<file path="src/rtl/fetch_stage.sv">
// Instruction fetch stage: credit-limited request issue, in-order response tracking,
// and a DEPTH-entry instruction queue with redirect flush and stale-response discard.
module fetch_stage #(
  parameter logic [31:0] RESET_PC = 32'h0000_0000,
  parameter int          DEPTH    = 4
) (
  input  logic                     clk,
  input  logic                     reset,
  input  logic                     redirect_valid,
  input  logic [31:0]              redirect_pc,
  output logic                     imem_req_valid,
  input  logic                     imem_req_ready,
  output logic [31:0]              imem_req_addr,
  input  logic                     imem_rsp_valid,
  input  logic [31:0]              imem_rsp_data,
  output logic                     out_valid,
  input  logic                     out_ready,
  output logic [31:0]              out_instr,
  output logic [31:0]              out_pc,
  output logic [$clog2(DEPTH):0]   queue_count
);
  localparam int AW = $clog2(DEPTH);
  localparam int CW = AW + 1;
  localparam logic [31:0] RST_PC = RESET_PC & ~32'h3;

  typedef struct packed {
    logic [31:0] pc;
    logic [31:0] instr;
  } entry_t;

  entry_t          q_mem [DEPTH];
  logic [31:0]     fetch_pc, rsp_pc;
  logic [CW-1:0]   outstanding, discard_cnt, outstanding_nxt;
  logic [AW-1:0]   wr_ptr, rd_ptr;
  logic [CW:0]     credits_used;
  logic            req_fire, rsp_take, rsp_drop, enq, deq;

  // Credits cover both queued entries and in-flight fetches, so the queue cannot overflow.
  assign credits_used   = {1'b0, outstanding} + {1'b0, queue_count};
  assign imem_req_valid = !reset && !redirect_valid && (credits_used < (CW+1)'(DEPTH));
  assign imem_req_addr  = fetch_pc;

  assign req_fire = imem_req_valid && imem_req_ready;
  assign rsp_take = imem_rsp_valid && (outstanding != '0);
  assign rsp_drop = redirect_valid || (discard_cnt != '0);
  assign enq      = rsp_take && !rsp_drop;
  assign deq      = out_valid && out_ready;

  assign outstanding_nxt = outstanding + CW'(req_fire) - CW'(rsp_take);

  assign out_valid = (queue_count != '0);
  assign out_instr = q_mem[rd_ptr].instr;
  assign out_pc    = q_mem[rd_ptr].pc;

  always_ff @(posedge clk or posedge reset) begin
    if (reset) begin
      fetch_pc    <= RST_PC;
      rsp_pc      <= RST_PC;
      outstanding <= '0;
      discard_cnt <= '0;
      queue_count <= '0;
      wr_ptr      <= '0;
      rd_ptr      <= '0;
    end else begin
      outstanding <= outstanding_nxt;
      if (redirect_valid) begin
        // No request fires while redirecting, so outstanding_nxt is the post-response count.
        fetch_pc    <= redirect_pc & ~32'h3;
        rsp_pc      <= redirect_pc & ~32'h3;
        queue_count <= '0;
        wr_ptr      <= '0;
        rd_ptr      <= '0;
        discard_cnt <= outstanding_nxt;
      end else begin
        if (req_fire) fetch_pc <= fetch_pc + 32'd4;
        if (enq) begin
          rsp_pc <= rsp_pc + 32'd4;
          wr_ptr <= wr_ptr + 1'b1;
        end
        if (deq) rd_ptr <= rd_ptr + 1'b1;
        queue_count <= queue_count + CW'(enq) - CW'(deq);
        if (rsp_take && discard_cnt != '0) discard_cnt <= discard_cnt - 1'b1;
      end
    end
  end

  // Storage needs no reset; validity is carried entirely by queue_count.
  always_ff @(posedge clk) begin
    if (enq) q_mem[wr_ptr] <= '{pc: rsp_pc, instr: imem_rsp_data};
  end

endmodule

</file>
<file path="config.mk">
export PLATFORM = sky130hd
export DESIGN_NAME = fetch_stage
export DESIGN_NICKNAME = d
export VERILOG_FILES = /design/src/rtl/fetch_stage.sv
export SDC_FILE = /design/constraint.sdc
export NUM_CORES = 1
export LEC_CHECK = 0
export BUFFER_PORTS_ARGS = -buffer_cell sky130_fd_sc_hd__buf_2
export CAP_MARGIN = 10
export CORE_AREA = 2 2 184 186
export CTS_CLUSTER_DIAMETER = 30
export CTS_CLUSTER_SIZE = 16
export DETAILED_ROUTE_END_ITERATION = 8
export DIE_AREA = 0 0 186 188
export GPL_TIMING_DRIVEN = 0
export PLACE_DENSITY = 0.55
export SLEW_MARGIN = 0
export SYNTH_ARGS = -nofsm -noshare
export SYNTH_HDL_FRONTEND = slang
export SYNTH_SLANG_ARGS = --single-unit
</file>
<file path="constraint.sdc">
create_clock -name clk -period 4.2 [get_ports clk]
set_clock_uncertainty 0.05 [all_clocks]
set_input_delay 0.42 -clock clk [delete_from_list [all_inputs] [get_ports clk]]
set_output_delay 0.42 -clock clk [all_outputs]
set_load 0.02 [all_outputs]
</file>
## Yosys cells after proc, flatten, opt, wreduce, memory -nomap -nowiden

Memory sizes are Yosys's and may differ from the RTL's.
Index checks and enable logic that the tools add are counted.

- Bits in read-only memories: 0
- Output and inout bits: 101
- Input bits: 70
- Memories kept: 1
- Bits in latches: 0
- Logic and storage cells: 50
- Flip-flop bits (word level): 77
- Memory bits (writable): 256

Memory list:

| name | depth | width | read ports | clocked after Yosys merged registers in | wr ports | line | source |
|---|---|---|---|---|---|---|---|
| q_mem | 4 | 64 | 1 | 0 | 1 | 31 | `entry_t q_mem [DEPTH];` |

- $lt $le $gt $ge: 1
- Divide/modulo/power cells: 0
- Reduce and logical (&&, ||, !) cells: 18
- Bitwise operators: 0
- $mul: 0
- Eq/ne operators: 0
- Muxes and demuxes: 13
- Add/subtract/negate cells: 10
- Shift operators: 0

Operator list:

| kind | number |
|---|---|
| $mux 32 | 4 |
| $add 32x3->32 const B | 2 |
| $mux 3 | 3 |
| $reduce_bool 3->1 | 3 |
| $mux 2 | 4 |
| $reduce_bool 2->1 | 4 |
| $logic_and 1x1->1 | 7 |
| $add 3x1->3 | 2 |
| $sub 3x1->3 | 2 |
| $add 2x1->2 const B | 2 |
| $add 3x3->4 | 1 |
| $lt 4x3->1 const B | 1 |
| $logic_not 1->1 | 3 |
| $sub 3x1->3 const B | 1 |
| $mux 1 | 2 |
| $logic_or 1x1->1 | 1 |

## Depth between registers and ports, before layout

- Depth after elaboration: 7
- Gate-level depth with buffers: 15
- Depth with buffers taken out: 12

## Worst setup path after synthesis

Ideal clock, no wire load.

- Path type: register to register
- Start point: register queue_count[2]
- End point: register discard_cnt[2]
- Slack: 0.859 ns
- Arrival time: 3.158 ns
- Cell stages (with the launch flop): 16
- Clock period less this slack: 3.341 ns
- Buffers on the path: 3
- Path through: dfrtp_1 ha_1 or4_4 nor4b_4 buf_6 inv_2 buf_2 buf_6 ha_1 inv_1 ha_1 inv_1 fa_1 xnor2_1 nand2_1 o21ai_0

- Cells in the longest elaborated chain, start to end: 7

Ends and longest elaborated chain:

| item | line | source |
|---|---|---|
| start: declaration | 20 | `output logic [$clog2(DEPTH):0] queue_count` |
| start signal: assignment | 81 | `queue_count <= queue_count + CW'(enq) - CW'(deq);` |
| $add 3x3->4 | 39 | `assign credits_used = {1'b0, outstanding} + {1'b0, queue_count};` |
| $lt 4x3->1 | 40 | `assign imem_req_valid = !reset && !redirect_valid && (credits_used < (CW+1)'(DEPTH));` |
| $logic_and 1x1->1 | 40 |  |
| $logic_and 1x1->1 | 43 | `assign req_fire = imem_req_valid && imem_req_ready;` |
| $add 3x1->3 | 49 | `assign outstanding_nxt = outstanding + CW'(req_fire) - CW'(rsp_take);` |
| $sub 3x1->3 | 49 |  |
| via outstanding_nxt[2] | 33 | `logic [CW-1:0] outstanding, discard_cnt, outstanding_nxt;` |
| $mux 3 | 66 | `if (redirect_valid) begin` |
| end signal: assignment | 73 | `discard_cnt <= outstanding_nxt;` |
| end signal: assignment | 82 | `if (rsp_take && discard_cnt != '0) discard_cnt <= discard_cnt - 1'b1;` |
| end: declaration | 33 |  |

The timed path passes the listed nets, and every way through them passes these cells.
A chain may end at the register's enable or synchronous reset.

## Worst setup path in the final report

Ends and elaborated chain as after synthesis.

==> flow_summary.ini <==
[status]
status = complete, no violations

[layout]
final_core_util = 0.511
diodes = 0
fin_area_um2 = 16900
drive_gt1_frac = 0.345
ff_latch_area_um2 = 9270
areaGrowthSynthToFinish_pct = 29.7
multi_input_area_um2 = 3550
fillers = 2791
fin_nets = 1099
stdcell_count = 1513

[global_route]
gr-total-overflow = 0
grt_pass1_vias = 8092
grtUsageTotal = 0.174
grt_pass1_wl_um = 45900
antenna_found_initial = 0
grt_start_max_net_pins = 58

[cts]
cts.hold.buffers_added = 1
cts.path.max_buffers = 3
cts-buffers-inserted = 69
clkLatencyLatePin_ns = 0.55
cts_sinks = 321
tritoncts = yes
h-tree-depth = 3
clk_pin_slew_ns = 0.04
cts_root_buffer = clkbuf_16
cts_repair_resize_count = 0
cts_setup_buffers = 0

[routing]
drtPass1Iterations = 5
drtAntennaViolNets = 0
viasPerCell = 5.17
drtIter0Drc = 427
drc_errors = 0
routed_wl_um = 29700
post_drt_wl_per_cell_um = 19.6
num_vias = 7816

[critical_path]
crit_path_cell_trace = ha_1, or4_4, nor4b_4, buf_6, inv_2, buf_2, buf_6, ha_1, inv_1, ha_1, inv_1, fa_1, xnor2_1, nand2_1, o21ai_0
worst-setup-path-type = reg2reg
setup.worst_path.start_class = flop
critPathBufInv = 6
crit_path_end_kind = flop
cp_slowest_stage_delay_ns = 0.50
rr_endpoint = discard_cnt[2]
path_max_fanout = 10
crit_required_ns = 4.61
reg2reg_from = queue_count[2]
crit_arrival_ns = 4.02
ff2ff_path_depth = 15
crit_family = adder cells
slowest_stage = or4_4
crit_top_cell = ha_1
ff2ff_setup_slack_ns = 0.59

[synth]
ys_ff_latch = 321
post-synth-top-area-cell = edfxtp_1
async_flop_share = 0.227
syn_inst = 770
ys_seq_area_frac = 0.711
synth_area_leaders = edfxtp_1, dfrtp_1, mux4_2
synth.avg_cell_area_um2 = 16.9
ys_types = 45
yosysMostFrequentCell = edfxtp_1
synthFlopType = edfxtp_1
synth_edf_count = 248
syn_area_um2 = 13000
yosys-top-cells-count = edfxtp_1, dfrtp_1, mux4_2
synth_top_area_frac = 0.571
ys.warnings.count = 0

[sta]
finalSetupViolCount = 0
period_minus_slack_ns = 3.61
finalWorstSetupSlack_ns = 0.587
fmax_mhz = 277
layout_worst_path_cycle_share = 0.860
worst_slew_margin_rel = 0.337
whs_ns = 0.0462
rsz0062_at_grt = no
finalHoldViolations = 0
finalSetupTns_ns = 0
maxSlewViolCount = 0
worst_pin_slew_ns = 0.994

[placement]
place_area_um2 = 14600
globalplace.congestion = 0.848
io_buffers = 163
dp.cells = 1389
pre_cts_slack_ns = 0.568
hpwl_um = 18800

[power_and_ir_drop]
p_seq_frac = 0.348
swShare = 0.273
finalPower_mw = 11.1
internal-power_mw = 8.03
cellPowerDensity_nw_per_um2 = 653
switching_power_mw = 3.02
power.share.clock = 0.482
combPwrFrac = 0.170
peakVddDrop_mv = 0.290
leakage_nw = 6.14

[hold_path]
hold_path_depth = 1
holdCritStartpoint = imem_rsp_data[3]
hold_class = in2reg
hold_path_end = q_mem[3][3]

[die]
core_um2 = 33100
io_pins = 171
rows = 67
dieArea_um2 = 35000
die_w_um = 186
initial_core_util = 0.394
die_y_um = 188

[job]
max_cap_violations = 0
==> power groups by stage <==
stage,registers [mW],logic (mW),clock network [mW]
6_report,3.84,1.88,5.33
2_1_floorplan,3.90,1.27,0
3_3_place_gp,3.89,1.89,0
5_1_grt,3.87,2.07,5.60
4_1_cts,3.84,1.93,5.44
3_5_place_dp,3.89,1.92,0
==> area by class of cell <==
class,count,area share
repair buffers,169,0.0569
inverters,19,0.00436
clock inverters,42,0.0261
clock buffers,81,0.111
flip-flops and latches,321,0.548
plain buffers,36,0.0104
well taps,448,0.0331
multi-input cells,397,0.210
==> cells in the final DEF, fill, tap and decap left out, types with 9 or more instances in the layout <==
| master | Yosys | layout |
|---|---|---|
| edfxtp_1 | 248 | 248 |
| buf_2 | 2 | 165 |
| clkbuf_16 | 0 | 73 |
| dfrtp_1 | 73 | 73 |
| mux4_2 | 62 | 62 |
| nand2_1 | 59 | 59 |
| o21ai_0 | 45 | 45 |
| nand3_1 | 35 | 35 |
| xor2_1 | 26 | 26 |
| clkbuf_1 | 20 | 25 |
| nor2_1 | 22 | 22 |
| nand4_1 | 20 | 20 |
| o211ai_1 | 20 | 20 |
| inv_1 | 17 | 16 |
| ha_1 | 14 | 14 |
| xnor2_1 | 12 | 12 |
| inv_6 | 0 | 9 |
==> flip-flops by register name, summed over array words and instances (netlist names) <==
name           cells
wr_ptr             2
rsp_pc            30
rd_ptr             2
q_mem            248
queue_count        3
discard_cnt        3
outstanding        3
imem_req_addr     30
==> worst register-to-register path, stage by stage (launching register included) <==
cell and delay, ns:
dfrtp_1 0.41, ha_1 0.31, or4_4 0.50, nor4b_4 0.35, buf_6 0.22, inv_2 0.06
buf_2 0.19, buf_6 0.17, ha_1 0.27, inv_1 0.05, ha_1 0.12, inv_1 0.05
fa_1 0.39, xnor2_1 0.23, nand2_1 0.07, o21ai_0 0.10
==> per-layer routing <==
metal | GRT usage | vias to the layer above | wire [um]
met5 | 0 | - | 0
met4 | 0.0672 | 0 | 784
met3 | 0.0414 | 59 | 2170
met2 | 0.276 | 299 | 13900
met1 | 0.231 | 3912 | 12800
li1 | - | 3546 | -
==> cell families after synthesis <==
kind of cell	share of synthesized area
AOI/OAI and AO/OA	0.0408
xor gates and xnor gates	0.0255
adders and majority gates	0.0165
buffers and inverters	0.0189
DFF	0.711
muxes	0.110
other	0.000287
and+or+nand+nor	0.0769
==> worst max-delay path by stage <==
stage,cells past startpoint,slack (ns),end,startpoint
6_report,15,0.59,discard_cnt[2],queue_count[2]
4_1_cts,15,0.52,discard_cnt[2],queue_count[2]
5_1_grt,15,0.31,discard_cnt[2],queue_count[2]
3_3_place_gp,5,-0.39,q_mem[1][18],discard_cnt[0]
3_5_place_dp,15,0.57,discard_cnt[2],queue_count[2]
2_1_floorplan,15,0.86,discard_cnt[2],queue_count[2]
No activity file was read; power rests on OpenSTA's default activity.
